File: config.mk
export PLATFORM = sky130hd
export DESIGN_NAME = ps2_rx_framer
export DESIGN_NICKNAME = d
export VERILOG_FILES = /design/src/rtl/ps2_pkg.sv /design/src/rtl/ps2_line_filter.sv /design/src/rtl/ps2_rx_framer.sv
export SDC_FILE = /design/constraint.sdc
export NUM_CORES = 1
export LEC_CHECK = 0
export CELL_PAD_IN_SITES_DETAIL_PLACEMENT = 0
export CELL_PAD_IN_SITES_GLOBAL_PLACEMENT = 1
export CORE_MARGIN = 2
export CORE_UTILIZATION = 41
export CTS_BUF_LIST = sky130_fd_sc_hd__clkbuf_8
export CTS_CLUSTER_DIAMETER = 40
export DETAILED_ROUTE_END_ITERATION = 7
export HOLD_SLACK_MARGIN = 0.05
export MAX_ROUTING_LAYER = met4
export PLACE_DENSITY_LB_ADDON = 0.1
export REMOVE_ABC_BUFFERS = 1
export SKIP_LAST_GASP = 1
export SLEW_MARGIN = 20
export SYNTH_ARGS = -nofsm -noshare
export SYNTH_HDL_FRONTEND = slang
export SYNTH_SLANG_ARGS = --single-unit
File: constraint.sdc
create_clock -name clk -period 5.2 [get_ports clk]
set_input_delay 0.78 -clock clk [delete_from_list [all_inputs] [get_ports clk]]
set_output_delay 0.78 -clock clk [all_outputs]
set_load 0.01 [all_outputs]
File: src/rtl/ps2_pkg.sv
// Shared PS/2 receive types: frame geometry and the framer FSM state encoding.
package ps2_pkg;

    localparam int PS2_DATA_BITS  = 8;
    localparam int PS2_FRAME_BITS = 11;

    typedef enum logic [1:0] {
        IDLE,
        DATA,
        PARITY,
        STOP
    } ps2State_t;

endpackage

File: src/rtl/ps2_line_filter.sv
// Synchronizes a raw PS/2 line, debounces it with a run-length filter and
// emits a one-cycle pulse on each filtered 1->0 transition.
module ps2_line_filter
    import ps2_pkg::*;
#(
    parameter int FILTER_LEN = 8
) (
    input  logic clk,
    input  logic rst,
    input  logic lineRaw,
    output logic fall
);

    localparam int CW = (FILTER_LEN > 1) ? $clog2(FILTER_LEN) : 1;

    logic          sync_p0;
    logic          sync_p1;
    logic          lvl_p2;
    logic [CW-1:0] runCnt;

    always_ff @(posedge clk or negedge rst) begin
        if (!rst) begin
            sync_p0 <= 1'b1;
            sync_p1 <= 1'b1;
            lvl_p2  <= 1'b1;
            runCnt  <= '0;
            fall    <= 1'b0;
        end else begin
            // stage p0/p1: metastability synchronizer
            sync_p0 <= lineRaw;
            sync_p1 <= sync_p0;
            // stage p2: level flips only after FILTER_LEN disagreeing samples
            fall    <= 1'b0;
            if (sync_p1 == lvl_p2) begin
                runCnt <= '0;
            end else if (runCnt == CW'(FILTER_LEN - 1)) begin
                lvl_p2 <= sync_p1;
                runCnt <= '0;
                fall   <= lvl_p2;
            end else begin
                runCnt <= runCnt + 1'b1;
            end
        end
    end

endmodule

File: src/rtl/ps2_rx_framer.sv
// PS/2 device-to-host receive framer (start, 8 data LSB first, odd parity, stop).
// Define PS2_RX_PARITY_CHECK_EN to reject frames with bad parity.
module ps2_rx_framer
    import ps2_pkg::*;
#(
    parameter int FILTER_LEN  = 8,
    parameter int TIMEOUT_CYC = 50000
) (
    input  logic                     clk,
    input  logic                     rst,
    input  logic                     ps2_c,
    input  logic                     ps2_d,
    output logic [PS2_DATA_BITS-1:0] rx_byte,
    output logic                     rx_done,
    output logic                     rx_err,
    output logic                     rx_busy
);

    localparam int BW = $clog2(PS2_DATA_BITS + 1);
    localparam int TW = (TIMEOUT_CYC > 1) ? $clog2(TIMEOUT_CYC) : 1;

    function automatic logic [BW-1:0] satInc(input logic [BW-1:0] v);
        return (v >= BW'(PS2_DATA_BITS)) ? v : v + 1'b1;
    endfunction

    logic                     fall;
    logic                     dSync_p0;
    logic                     dSync_p1;
    ps2State_t                state, stateNext;
    logic [BW-1:0]            bitCnt, bitCntNext;
    logic [PS2_DATA_BITS-1:0] shiftReg, shiftNext;
    logic                     parityBit, parityNext;
    logic [TW-1:0]            toCnt, toCntNext;
    logic [PS2_DATA_BITS-1:0] byteNext;
    logic                     doneNext, errNext;
    logic                     toTerm;
    logic                     parityGood;

    ps2_line_filter #(.FILTER_LEN(FILTER_LEN)) uClkFilter (
        .clk     (clk),
        .rst     (rst),
        .lineRaw (ps2_c),
        .fall    (fall)
    );

`ifdef PS2_RX_PARITY_CHECK_EN
    assign parityGood = ^{shiftReg, parityBit};
`else
    // parity is still evaluated but can never veto a frame
    assign parityGood = (^{shiftReg, parityBit}) | 1'b1;
`endif

    assign toTerm  = (toCnt == TW'(TIMEOUT_CYC - 1));
    assign rx_busy = (state != IDLE);

    always_ff @(posedge clk or negedge rst) begin
        if (!rst) begin
            dSync_p0  <= 1'b1;
            dSync_p1  <= 1'b1;
            state     <= IDLE;
            bitCnt    <= '0;
            shiftReg  <= '0;
            parityBit <= 1'b0;
            toCnt     <= '0;
            rx_byte   <= '0;
            rx_done   <= 1'b0;
            rx_err    <= 1'b0;
        end else begin
            dSync_p0  <= ps2_d;
            dSync_p1  <= dSync_p0;
            state     <= stateNext;
            bitCnt    <= bitCntNext;
            shiftReg  <= shiftNext;
            parityBit <= parityNext;
            toCnt     <= toCntNext;
            rx_byte   <= byteNext;
            rx_done   <= doneNext;
            rx_err    <= errNext;
        end
    end

    always_comb begin
        stateNext  = state;
        bitCntNext = bitCnt;
        shiftNext  = shiftReg;
        parityNext = parityBit;
        byteNext   = rx_byte;
        doneNext   = 1'b0;
        errNext    = 1'b0;

        if (fall || state == IDLE || toTerm) toCntNext = '0;
        else                                 toCntNext = toCnt + 1'b1;

        case (state)
            IDLE: if (fall && !dSync_p1) begin
                stateNext  = DATA;
                bitCntNext = '0;
                shiftNext  = '0;
            end
            DATA: if (fall) begin
                shiftNext  = {dSync_p1, shiftReg[PS2_DATA_BITS-1:1]};
                bitCntNext = satInc(bitCnt);
                if (bitCnt == BW'(PS2_DATA_BITS - 1)) stateNext = PARITY;
            end
            PARITY: if (fall) begin
                parityNext = dSync_p1;
                stateNext  = STOP;
            end
            STOP: if (fall) begin
                stateNext = IDLE;
                if (dSync_p1 && parityGood) begin
                    byteNext = shiftReg;
                    doneNext = 1'b1;
                end else begin
                    errNext = 1'b1;
                end
            end
            default: stateNext = IDLE;
        endcase

        // an edge arriving on the terminal count keeps the frame alive
        if (state != IDLE && !fall && toTerm) begin
            stateNext = IDLE;
            errNext   = 1'b1;
        end
    end

endmodule

Word level (Yosys, flattened, before mapping)
Cells that the tools add are included.
- add/subtract/negate cells: 3
- order comparisons: 1
- eq/ne operators: 15
- multiplexer cells: 26
- bitwise operators: 1
- reductions and logical operators: 15
- operators with widths (cell ; number):
    adder 16 x 1 -> 16 bit, second input constant ; 1
    == test 16 bit, second input constant ; 1
    2-to-1 mux 16 bit ; 1
    2-to-1 mux 8 bit ; 2
    case mux 8 bit (2 select lines) ; 1
    2-to-1 mux 2 bit ; 6
    2-to-1 mux 4 bit ; 3
    2-to-1 mux 1 bit ; 9
    inequality test 3 x 2 -> 1 bit, second input constant ; 3
    case mux 2 bit (4 select lines) ; 1
    case mux 4 bit (2 select lines) ; 1
    2-to-1 mux 3 bit ; 2
    AND reduction 3 bit ; 2
    AND reduction 5 bit ; 1
    adder 4 x 1 -> 4 bit, second input constant ; 1
    == test 2 bit, second input constant ; 2
    == test 4 x 3 -> 1 bit, second input constant ; 1
    greater-or-equal comparator 4 bit, second input constant ; 1
    inequality test 2 x 1 -> 1 bit, second input constant ; 2
    AND reduction 4 bit ; 1
    nonzero test 2 bit ; 2
    adder 3 x 1 -> 3 bit, second input constant ; 1
    == test 3 bit, second input constant ; 1
    logical AND 1 bit ; 3
    10 further kinds ; 12
- bits in registers: 49
- input port bits: 4
- output and inout port bits: 11
- word-level logic and storage cells: 75

Logic depth before layout (Yosys ltp)
- word-level depth: 5
- gate-level depth with buffers: 8
- depth with buffers taken out: 6

Cells and area by module
A second synthesis with hierarchy kept.
- cell total of the unflattened synthesis: 200
- area total of the unflattened synthesis: 2304.7 um^2
- by module, submodules not included (module ; times used ; cells an instance ; area each (um^2) ; seq. area each (um^2)):
    ps2_rx_framer ; 1 ; 185 ; 2045.7 ; 1053.5
    ps2_line_filter ; 1 ; 15 ; 259.0 ; 178.9

Least setup slack after synthesis
OpenSTA, ideal clock, no wires.
- kind: reg-to-reg
- from: register toCnt[10]
- to: register toCnt[10]
- library setup time: 0.119 ns
- arrival time: 1.808 ns
- data required time: 5.081 ns
- slack: 3.273 ns
- cell stages (with the launch flop): 6
- path buffers: 1
- clock period less this slack: 1.927 ns
- cell sequence: dfrtp_1 -> or4_1 -> or4_4 -> o211ai_4 -> buf_6 -> nor2_1
- cells in the longest elaborated chain, start to end: 3
- elaborated cells between the ends (all ways): 4
- classes of those cells: add/sub: 1; eq/ne: 1; mux: 1; reduce/logical: 1
- ends and longest elaborated chain (item ; line ; RTL):
    start: declaration ; ps2_rx_framer.sv:33 ; logic [TW-1:0] toCnt, toCntNext;
    start signal: assignment ; ps2_rx_framer.sv:75 ; toCnt <= toCntNext;
    branches (longest 2 deep; another with adder 16 x 1 -> 16 bit) ; - ;
    2-to-1 mux 16 bit * ; ps2_rx_framer.sv:91 ; if (fall || state == IDLE || toTerm) toCntNext = '0;
    named net toCntNext[10] ; ps2_rx_framer.sv:33 ;
Mark *: on every way through the listed nets, which the timed path passes.
A chain may end at the register's enable or synchronous reset.

Worst setup path in the final report
- from: register state[0]
- to: output port rx_busy
- cells in the longest elaborated chain, start to end: 1
- ends and longest elaborated chain (item ; line ; RTL):
    start: declaration ; ps2_rx_framer.sv:29 ; ps2State_t state, stateNext;
    start signal: assignment ; ps2_rx_framer.sv:71 ; state <= stateNext;
    nonzero test 2 bit ; ps2_rx_framer.sv:54 ; assign rx_busy = (state != IDLE);
    end: declaration ; ps2_rx_framer.sv:16 ; output logic rx_busy
Every way passes these cells.

==> results.json <==
{
  "p_leak_nw": 1.096,
  "critical_path_class": "reg -> out",
  "initial_core_util": 0.4294,
  "port_buffers": 14,
  "dp_hpwl_mm": 2.574,
  "rows": 26,
  "drtIter0Drc": 60,
  "cts_resized": 0,
  "async_flop_share": 1.000,
  "synth-seq-cells": 49,
  "synth-seq-area-share": 0.5584,
  "netlist-cell-type-count": 36,
  "finalCriticalPeriod_ps": 2578,
  "critPathArrivalTime_ps": 1800,
  "synth_area_leaders": "dfrtp_1 50%, dfstp_2 6.0%, ha_1 5.7%",
  "whs_ps": 359.7,
  "worstSetupEndpointType": "output port",
  "drv_slew": 0,
  "cp_max_fo": 7,
  "hold_class": "reg -> reg",
  "ys.flop_type": "dfrtp_1",
  "grt_pass1_wl_mm": 6.486,
  "die_area_sq_um": 5986,
  "clock-root-buffer": "clkbuf_8",
  "num_vias": 1434,
  "outcome": "finished, final reports clean",
  "ioPinCount": 15,
  "post_drt_wl_per_cell_um": 13.03,
  "overflow": 0,
  "synthTopCellsByCount": "44 x dfrtp_1, 21 x nor2_1, 20 x nand2_1, 12 x o21ai_0, 12 x xnor2_1",
  "yosysWarnings": 0,
  "worst_pin_slew_ps": 703.0,
  "synth_cells": 199,
  "syn2layout_area_growth_pct": 14.00,
  "p_total_mw": 0.9027,
  "die_height_um": 77.37,
  "wl_mm": 3.753,
  "drive_gt1_frac": 0.1284,
  "vdd_ir_drop_max_mv": 0.1477,
  "antenna_left": 0,
  "antenna_cells": 0,
  "postCtsHoldBufs": 0,
  "clock_skew_ps": 6.382,
  "drc_errors": 0,
  "p_per_area_nw_per_um2": 358.7,
  "cts_setup_buffers": 0,
  "hold_viol": 0,
  "routabilityCongestion": 0.8042,
  "dr.pass1.iters": 4,
  "cts_tree": "yes",
  "die_x_um": 77.37,
  "max_clock_freq_mhz": 388.0,
  "cts.clk_slew.worst_paths_ps": 80,
  "cts_sinks": 49,
  "synth.avg_cell_area_sq_um": 11.09,
  "cts.path.max_buffers": 2,
  "fin_util": 0.4895,
  "yosys.area.top_type": "dfrtp_1",
  "post-synth-top-count-cell": "dfrtp_1",
  "core-area_sq_um": 5140,
  "syn_area_sq_um": 2207,
  "cts_buffers": 5,
  "synth_top_area_frac": 0.4989,
  "synth_edf_count": 0,
  "insertion_delay_ps": 300,
  "track_usage": 0.1419,
  "viasPerCell": 4.979,
  "antenna_found_initial": 0,
  "worstPathRequired_ps": 4420,
  "cap_violations": 0,
  "fin_crit_sh": 0.4957,
  "htreeDepth": 2,
  "fin_nets": 231,
  "setup_violations": 0,
  "worstSetupStartpointType": "flop",
  "relSlewSlack": 0.5293,
  "grt_start_max_net_pins": 50,
  "rsz0062_at_grt": "false",
  "grt_pass1_vias": 1447,
  "setup_tns_ps": 0
}
-- worst paths after layout --
kind / startpoint / endpoint / slack [ps] / cells past startpoint
worst max-delay path: state[0] / rx_busy / 2620 / 4
worst min-delay path: uClkFilter.sync_p0 / uClkFilter.sync_p1 / 360 / 0
worst max register to register: toCnt[0] / toCnt[6] / 3020 / 5
worst min register to register: uClkFilter.sync_p0 / uClkFilter.sync_p1 / 360 / 0
max in group asynchronous: rst / uClkFilter.fall / 4300 / 1
min in group asynchronous: rst / bitCnt[0] / 490 / 1
-- final cells by class --
type / instances / area, sq um
multi-input cells: 135 / 910.9
clock inverters: 1 / 5.005
repair buffers: 15 / 142.6
well taps: 70 / 87.58
flip-flops and latches: 49 / 1232
clock buffers: 7 / 96.34
fillers: 502 / 2624
inverters: 11 / 41.29
-- power by group --
part | internal (mW) | switching (mW) | leakage (nW)
registers | 0.425 | 0.0337 | 0.653
clock network | 0.120 | 0.119 | 0.0542
logic | 0.0850 | 0.119 | 0.389
total | 0.631 | 0.272 | 1.10
-- per-layer routing --
| metal | wire length [um] | global-route usage | up-vias |
|---|---|---|---|
| met1 | 1706 | 0.1692 | 686 |
| met3 | 154 | 0.04070 | 7 |
| met2 | 1824 | 0.2243 | 26 |
| met4 | 68 | 0.06429 | 0 |
| li1 | - | - | 715 |
| met5 | 0 | - | - |
-- layout by cell type (no fill, tap or decap), drive strengths merged --
cell type | synthesis | routed
o22a | 1 | 1
clkbuf | 3 | 7
o211ai | 2 | 2
nand3b | 1 | 1
inv | 11 | 11
nand3 | 9 | 9
and3b | 1 | 1
a21o | 1 | 1
clkinv | 0 | 1
nand4 | 4 | 4
o21ai | 12 | 12
mux2 | 10 | 10
clkdlybuf4s50 | 0 | 13
ha | 10 | 10
nor2 | 21 | 21
a2bb2oi | 1 | 1
dfstp | 5 | 5
a31oi | 1 | 1
a22o | 2 | 2
or3 | 3 | 3
nor3 | 5 | 5
nand2 | 20 | 20
nor3b | 2 | 2
nor2b | 2 | 2
dfrtp | 44 | 44
a211oi | 1 | 1
mux2i | 1 | 1
a21oi | 1 | 1
o21bai | 1 | 1
buf | 1 | 2
or4 | 3 | 3
xnor2 | 12 | 12
xor2 | 2 | 2
nor4 | 5 | 5
a21boi | 1 | 1
-- worst max-delay path, stage by stage (launching register included) --
cell,delay (ps)
dfrtp_1,400
inv_1,100
ha_1,290
inv_1,150
clkdlybuf4s50_1,550
-- sequential cells by signal (all words and copies together), names as in the netlist, 2 cells and up --
name and flops:
uClkFilter.runCnt 3, bitCnt 4, rx_byte 8, shiftReg 8, toCnt 16, state 2
-- metrics by stage --
| step | setup slack [ps] | instances | area, sq um |
|---|---|---|---|
| floorplan | 3150 | 195 | 2185 |
| global placement | 2854 | 279 | 2407 |
| detailed placement | 2734 | 279 | 2407 |
| CTS | 2594 | 287 | 2509 |
| global route | 2496 | 288 | 2516 |
| finish | 2622 | 288 | 2516 |
-- cells by family (layout without fill, tap and decap cells) --
logic type | count (synthesis) | in the layout | share of synthesized area
compound gates | 24 | 24 | 0.07484
flops | 49 | 49 | 0.5584
mux | 11 | 11 | 0.05556
xor+xnor | 14 | 14 | 0.05556
buf+inv | 15 | 34 | 0.02891
fa+ha+maj | 10 | 10 | 0.05669
simple gates | 76 | 76 | 0.1701
Note: power is estimated with default switching activity, not from simulation.
